===== config.mk =====
export PLATFORM = sky130hd
export DESIGN_NAME = fetch_controller
export DESIGN_NICKNAME = d
export VERILOG_FILES = /design/src/rtl/fetch_controller.sv
export SDC_FILE = /design/constraint.sdc
export NUM_CORES = 1
export LEC_CHECK = 0
export CAP_MARGIN = 20
export CORE_MARGIN = 2
export CORE_UTILIZATION = 35
export DETAILED_ROUTE_END_ITERATION = 12
export HOLD_SLACK_MARGIN = 0.02
export PLACE_DENSITY = 0.77
export SKIP_LAST_GASP = 1
export SLEW_MARGIN = 5
export SYNTH_ARGS = -nofsm -noshare
export SYNTH_HDL_FRONTEND = slang
export SYNTH_SLANG_ARGS = --single-unit

===== constraint.sdc =====
create_clock -name clock -period 2 [get_ports clock]
set_input_delay 0.3 -clock clock [delete_from_list [all_inputs] [get_ports clock]]
set_output_delay 0.3 -clock clock [all_outputs]
set_load 0.01 [all_outputs]

===== src/rtl/fetch_controller.sv =====
// fetch_controller
//   Walks the external 16-bit program counter through variable-length
//   instructions (1-3 bytes) held in byte-wide instruction memory. Each byte
//   is read with a req/ack handshake. The opcode and its operands are
//   assembled and then offered to the decoder through valid/ready. A jump from
//   execute reloads the PC and discards any partly fetched instruction.
//
// Ports
//   clock, reset        posedge clock, synchronous active-low reset
//   halt                blocks the start of a new opcode fetch
//   pc_count            current PC value from the external counter
//   pc_increment        one-cycle pulse: PC += 1 (one per acked byte)
//   pc_set              one-cycle pulse: PC <= pc_new_count
//   pc_new_count        jump target, zero when pc_set is low
//   mem_req, mem_addr   byte read request and its address (pc_count)
//   mem_ack, mem_rdata  read data valid this cycle, and the data byte
//   jump_valid          redirect request, jump_target holds its address
//   insn_valid          assembled instruction available
//   insn_ready          decoder accepts when valid & ready
//   insn_opcode         opcode byte
//   insn_operand        {byte2, byte1}; bytes not used are zero
//   insn_length         1, 2 or 3
//   insn_pc             address of the opcode byte
module fetch_controller #(
   parameter int unsigned ADDR_WIDTH = 16,
   parameter int unsigned DATA_WIDTH = 8
) (
   input  logic                    clock,
   input  logic                    reset,
   input  logic                    halt,
   input  logic [ADDR_WIDTH-1:0]   pc_count,
   output logic                    pc_increment,
   output logic                    pc_set,
   output logic [ADDR_WIDTH-1:0]   pc_new_count,
   output logic                    mem_req,
   output logic [ADDR_WIDTH-1:0]   mem_addr,
   input  logic                    mem_ack,
   input  logic [DATA_WIDTH-1:0]   mem_rdata,
   input  logic                    jump_valid,
   input  logic [ADDR_WIDTH-1:0]   jump_target,
   output logic                    insn_valid,
   input  logic                    insn_ready,
   output logic [DATA_WIDTH-1:0]   insn_opcode,
   output logic [2*DATA_WIDTH-1:0] insn_operand,
   output logic [1:0]              insn_length,
   output logic [ADDR_WIDTH-1:0]   insn_pc
);

   typedef enum logic [1:0] {StFetchOp, StFetchB1, StFetchB2, StIssue} state_e;

   state_e                  r_state;
   state_e                  w_state_next;
   logic                    w_jump;
   logic [1:0]              w_op_length;
   logic [DATA_WIDTH-1:0]   r_opcode;
   logic [2*DATA_WIDTH-1:0] r_operand;
   logic [1:0]              r_length;
   logic [ADDR_WIDTH-1:0]   r_pc;

   // Reset masks the jump so the PC is not disturbed while held in reset.
   assign w_jump = reset & jump_valid;

   // Length from the two top opcode bits: 00 -> 1, 01 -> 2, 1x -> 3.
   assign w_op_length = mem_rdata[DATA_WIDTH-1] ? 2'd3 :
                        (mem_rdata[DATA_WIDTH-2] ? 2'd2 : 2'd1);

   // State register.
   always_ff @(posedge clock) begin
      if (!reset) begin
         r_state <= StFetchOp;
      end else begin
         r_state <= w_state_next;
      end
   end

   // Next-state logic. pc_increment already means "byte accepted, no jump".
   always_comb begin
      w_state_next = r_state;
      if (jump_valid) begin
         w_state_next = StFetchOp;
      end else begin
         case (r_state)
            StFetchOp: begin
               if (pc_increment) begin
                  w_state_next = (w_op_length == 2'd1) ? StIssue : StFetchB1;
               end
            end
            StFetchB1: begin
               if (pc_increment) begin
                  w_state_next = (r_length == 2'd2) ? StIssue : StFetchB2;
               end
            end
            StFetchB2: begin
               if (pc_increment) begin
                  w_state_next = StIssue;
               end
            end
            StIssue: begin
               if (insn_ready) begin
                  w_state_next = StFetchOp;
               end
            end
            default: w_state_next = StFetchOp;
         endcase
      end
   end

   // Output logic. A jump abandons the outstanding request, so the ack that
   // may arrive with it is ignored and the PC is not advanced.
   always_comb begin
      mem_req    = 1'b0;
      insn_valid = 1'b0;
      case (r_state)
         StFetchOp:            mem_req    = !halt;
         StFetchB1, StFetchB2: mem_req    = 1'b1;
         StIssue:              insn_valid = 1'b1;
         default:              mem_req    = 1'b0;
      endcase
      if (!reset || jump_valid) begin
         mem_req = 1'b0;
      end
      mem_addr     = mem_req ? pc_count : '0;
      pc_increment = mem_req & mem_ack;
      pc_set       = w_jump;
      pc_new_count = w_jump ? jump_target : '0;
   end

   // Instruction assembly registers.
   always_ff @(posedge clock) begin
      if (!reset) begin
         r_opcode  <= '0;
         r_operand <= '0;
         r_length  <= 2'd0;
         r_pc      <= '0;
      end else if (pc_increment) begin
         case (r_state)
            StFetchOp: begin
               r_opcode  <= mem_rdata;
               r_operand <= '0;
               r_length  <= w_op_length;
               r_pc      <= pc_count;
            end
            StFetchB1: r_operand[DATA_WIDTH-1:0]            <= mem_rdata;
            StFetchB2: r_operand[2*DATA_WIDTH-1:DATA_WIDTH] <= mem_rdata;
            default:   r_opcode                             <= r_opcode;
         endcase
      end
   end

   assign insn_opcode  = r_opcode;
   assign insn_operand = r_operand;
   assign insn_length  = r_length;
   assign insn_pc      = r_pc;

endmodule

Word level (Yosys, flattened, before mapping)
Cells that the tools add are included.

storage, ports and cells
  flip-flop bits (word level) = 44
  bits in latches = 0
  memory bits (writable) = 0
  memory bits (read-only) = 0
  bits of input ports = 46
  output and inout port bits = 78
  logic and storage cells = 46
  memories kept = 0

operators by class
  add/sub/neg operators = 0
  multipliers = 0
  divide/modulo/power cells = 0
  magnitude comparators = 0
  equal/unequal tests = 9
  shifts and indexed selects = 0
  mux-type cells = 16
  bitwise logic cells = 3
  reductions and logical operators = 12

operators by type and width
  kind                count
  $mux 16             2
  $pmux 8 s2          2
  $mux 2              7
  $ne 2x2->1 const B  4
  $pmux 2 s4          1
  $eq 2x2->1 const B  3
  $reduce_and 2->1    3
  $eq 2x1->1 const B  2
  $reduce_and 4->1    1
  $reduce_bool 2->1   2
  $reduce_or 2->1     2
  $mux 1              3
  $and 1x1->1         2
  $logic_not 1->1     2
  $logic_not 2->1     1
  $pmux 1 s2          1
  $logic_or 1x1->1    1
  $not 1->1           1

Depth between registers and ports, before layout
  depth after elaboration = 7
  depth in mapped cells = 8
  depth with buffers taken out = 7

Least setup slack after synthesis
Ideal clock, no wire load.

  path type = flip-flop to output port
  from = reg r_state[0]
  to = out mem_addr[10]
  arrival = 1.553 ns
  required time = 1.700 ns
  path slack = 0.147 ns
  cell stages (with the launch flop) = 7
  path buffers = 1
  cell sequence = dfxtp_1 -> inv_1 -> ha_1 -> inv_1 -> a211oi_2 -> buf_2 -> and2_1

between the ends
  longest elaborated chain between the ends = 5
  elaborated cells between the ends (all ways) = 7
  those cells by class = 2 x eq/ne; 3 x mux; 2 x reduce/logical

ends and longest elaborated chain
  element                                          RTL line  RTL
  start: declaration                               51        state_e r_state;
  start signal: assignment                         70        r_state <= StFetchOp;
  start signal: assignment                         72        r_state <= w_state_next;
  $eq 2x2->1 / $eq 2x1->1 (equally long branches)  113       case (r_state)
  $reduce_or 2->1                                  113
  $pmux 1 s2 (*)                                   113
  $mux 1 (*)                                       119       if (!reset || jump_valid) begin
  named net mem_req                                35        output logic mem_req,
  $mux 16 (*)                                      122       mem_addr = mem_req ? pc_count : '0;
  end: declaration                                 36        output logic [ADDR_WIDTH-1:0] mem_addr,

Mark *: on every way through the listed nets, which the timed path passes. The rest lies on a longest branch.

Worst setup path after layout
  from = reg r_state[1]
  to = out mem_addr[7]

between the ends
  longest elaborated chain between the ends = 5
  elaborated cells between the ends (all ways) = 7
  those cells by class = 2 x eq/ne; 3 x mux; 2 x reduce/logical

ends and longest elaborated chain
  element                                          RTL line
  $eq 2x2->1 / $eq 2x1->1 (equally long branches)  113
  $reduce_or 2->1                                  113
  $pmux 1 s2 (*)                                   113
  $mux 1 (*)                                       119
  $mux 16 (*)                                      122

Every way passes the cells marked *; elsewhere a longest branch is shown, timed or not.

==> results.json <==
{
  "p_per_area_nw_per_um2": 522,
  "critPathLaunchType": "flip-flop",
  "gp_congestion": 0.763,
  "synth_fp_nets": 242,
  "tightest_slew_ps": 323,
  "rows": 27,
  "fp.dieArea_um2": 6300,
  "ios": 124,
  "clk_latency_ps": 300,
  "cap_violations": 0,
  "grt_pass1_vias": 1944,
  "crit_fanout": 5,
  "layout_setup_ws_ps": -77.4,
  "ctsHoldBuffers": 0,
  "root_buffer": "clkbuf_8",
  "tritoncts": "done",
  "start_util_pct": 36.1,
  "cts-buffers-inserted": 5,
  "cts.sinks": 44,
  "synth_flop_cell": "dfxtp_1",
  "wl_um": 6040,
  "worstPathRequired_ps": 1700,
  "fin_cells": 412,
  "wl_per_cell_um": 14.7,
  "async_flop_share_pct": 0,
  "dp_cells": 393,
  "synth_common_cells": "dfxtp_1, mux2i_1, nor2b_1, and2_1",
  "synthCells": 191,
  "yosys.area.top_type_share_pct": 44.3,
  "yosys.area.top_type": "dfxtp_1",
  "end_kind": "primary output",
  "clockBufferDepth": 2,
  "num_vias": 1967,
  "vias_per_cell": 4.77,
  "fmax_ghz": 0.481,
  "maxSlewViolCount": 0,
  "critPathLaunch": "r_state[1]",
  "clk_pin_slew_ps": 90,
  "fillers": 429,
  "yosysUniqueCellTypes": 25,
  "ir_drop_uv": 356,
  "whs_ps": 485,
  "fp.dieW_um": 79.3,
  "synthToLayoutAreaGrowth_pct": 86.3,
  "synth_edf_count": 0,
  "min_from": "insn_operand[11]",
  "grt_start_max_net_pins": 30,
  "hpwl_um": 4270,
  "seq_area_frac_synth_pct": 44.3,
  "outcome": "finished, violations left",
  "synth_area_leaders": "dfxtp_1, mux2i_1, nor2b_1",
  "use_met1_pct": 22.9,
  "postRouteAntennaNets": 0,
  "syn_avg_cell_area_um2": 10.4,
  "path_class": "reg -> out",
  "yosysMostFrequentCell": "dfxtp_1",
  "core-area_um2": 5510,
  "antenna_found_initial": 0,
  "hold_viol_final": 0,
  "htreeDepth": 2,
  "finalCritPeriodShare_pct": 104,
  "setup-tns-final_ps": -164,
  "hp-class": "reg -> reg",
  "drive_gt1_share_pct": 23.5,
  "port_buffers": 123,
  "yosys_warnings": 0,
  "drc": 0,
  "fin_worst_skew_ps": 13.4,
  "dp_slack_ps": -308,
  "insertedDiodeCount": 0,
  "final_util_pct": 67.2,
  "grt_first_pass_wirelength_um": 9530,
  "finalWorstPathRequiredPeriod_ps": 2080,
  "grt_use_met3_pct": 6.48,
  "p_leak_nw": 1.76,
  "grt_overflow_total": 0,
  "grt.busiest_layer": "met2",
  "final_nets": 390,
  "drt_iter0_drc": 36,
  "synthesis.area_um2": 1990,
  "synth_seq_cells": 44,
  "met2_usage_pct": 33.1,
  "r2r_start": "r_state[1]",
  "firstDrtPassIters": 4,
  "chipHeight_um": 79.3,
  "track_usage_pct": 19.3,
  "setup_violations": 10,
  "rsz0062_at_grt": "yes",
  "relSlewSlack_pct": 78.3,
  "violations": "negative setup slack",
  "critPathArrivalTime_ps": 1780
}
## cells by family after synthesis
family                     share of synthesized area [%]
and+or+nand+nor                                     22.4
DFF                                                 44.3
adders and majority gates                           3.15
buffers and inverters                               4.60
AOI/OAI and AO/OA                                   12.9
muxes                                               12.6
## power breakdown
group,leakage [nW],internal [mW],switching (mW)
clock,0.0434,0.280,0.308
sequential,0.356,0.895,0.0103
combinational,1.36,0.267,0.173
## sequential cells by signal (all words and copies together) (netlist names)
| name | cells |
|---|---|
| insn_opcode | 8 |
| insn_operand | 16 |
| r_state | 2 |
| insn_length | 2 |
| insn_pc | 16 |
## through the flow
stage,power [mW],area [um2]
global route,2.02,3700
finish,1.93,3700
detailed placement,1.32,3400
floorplan,1.08,1990
CTS,1.92,3590
global placement,1.31,3400
## critical path, cell delays in order (launching register included)
cell and delay, ps:
dfxtp_2 350, inv_2 50, ha_4 260, inv_2 40, a211oi_4 190, buf_6 150
buf_6 120, buf_6 90, and2_4 130, buf_6 90
## path summary, 6_finish.rpt
path / end / slack [ps] / depth (start not counted)
setup / recovery: mem_addr[7] / -80 / 9
hold / removal: insn_operand[11] / 490 / 1
setup reg to reg: insn_length[0] / 40 / 9
hold reg to reg: insn_operand[11] / 490 / 1
## area by class of cell
| type | count | area (um2) | share of cell area, % |
|---|---|---|---|
| Tap cell | 72 | 90.1 | 2.43 |
| Inverter | 5 | 18.8 | 0.507 |
| Clock buffer | 6 | 82.6 | 2.23 |
| Sequential cell | 44 | 883 | 23.9 |
| Multi-Input combinational cell | 130 | 1100 | 29.6 |
| Clock inverter | 2 | 15.0 | 0.406 |
| Timing Repair Buffer | 153 | 1520 | 41.0 |
## cells in the final DEF, fill, tap and decap left out, drive strengths merged
| cell type | count |
|---|---|
| a211oi | 4 |
| a22o | 16 |
| dlygate4sd2 | 17 |
| o311a | 2 |
| clkdlybuf4s50 | 88 |
| and4bb | 1 |
| buf | 45 |
| and4b | 1 |
| nor3 | 1 |
| mux2i | 25 |
| clkinvlp | 2 |
| and2 | 19 |
| nor2 | 3 |
| ha | 5 |
| clkbuf | 8 |
| o21ai | 2 |
| o21a | 2 |
| o211ai | 1 |
| nor2b | 25 |
| and3 | 16 |
| nand2b | 5 |
| dfxtp | 44 |
| clkdlybuf4s15 | 1 |
| inv | 5 |
| o211a | 2 |
## routing by layer
| layer | routed length [um] | vias to the layer above |
|---|---|---|
| met5 | 0 | - |
| met3 | 413 | 10 |
| met1 | 2530 | 919 |
| met4 | 99 | 0 |
| met2 | 3000 | 73 |
| li1 | - | 965 |
## timing repair
action	in CTS	in global routing
setup endpoints to repair	35	35
gates resized for setup	124	7
gates cloned	2	2
setup buffers	4	4
pin swaps	15	6
(Power assumes the default switching activity.)
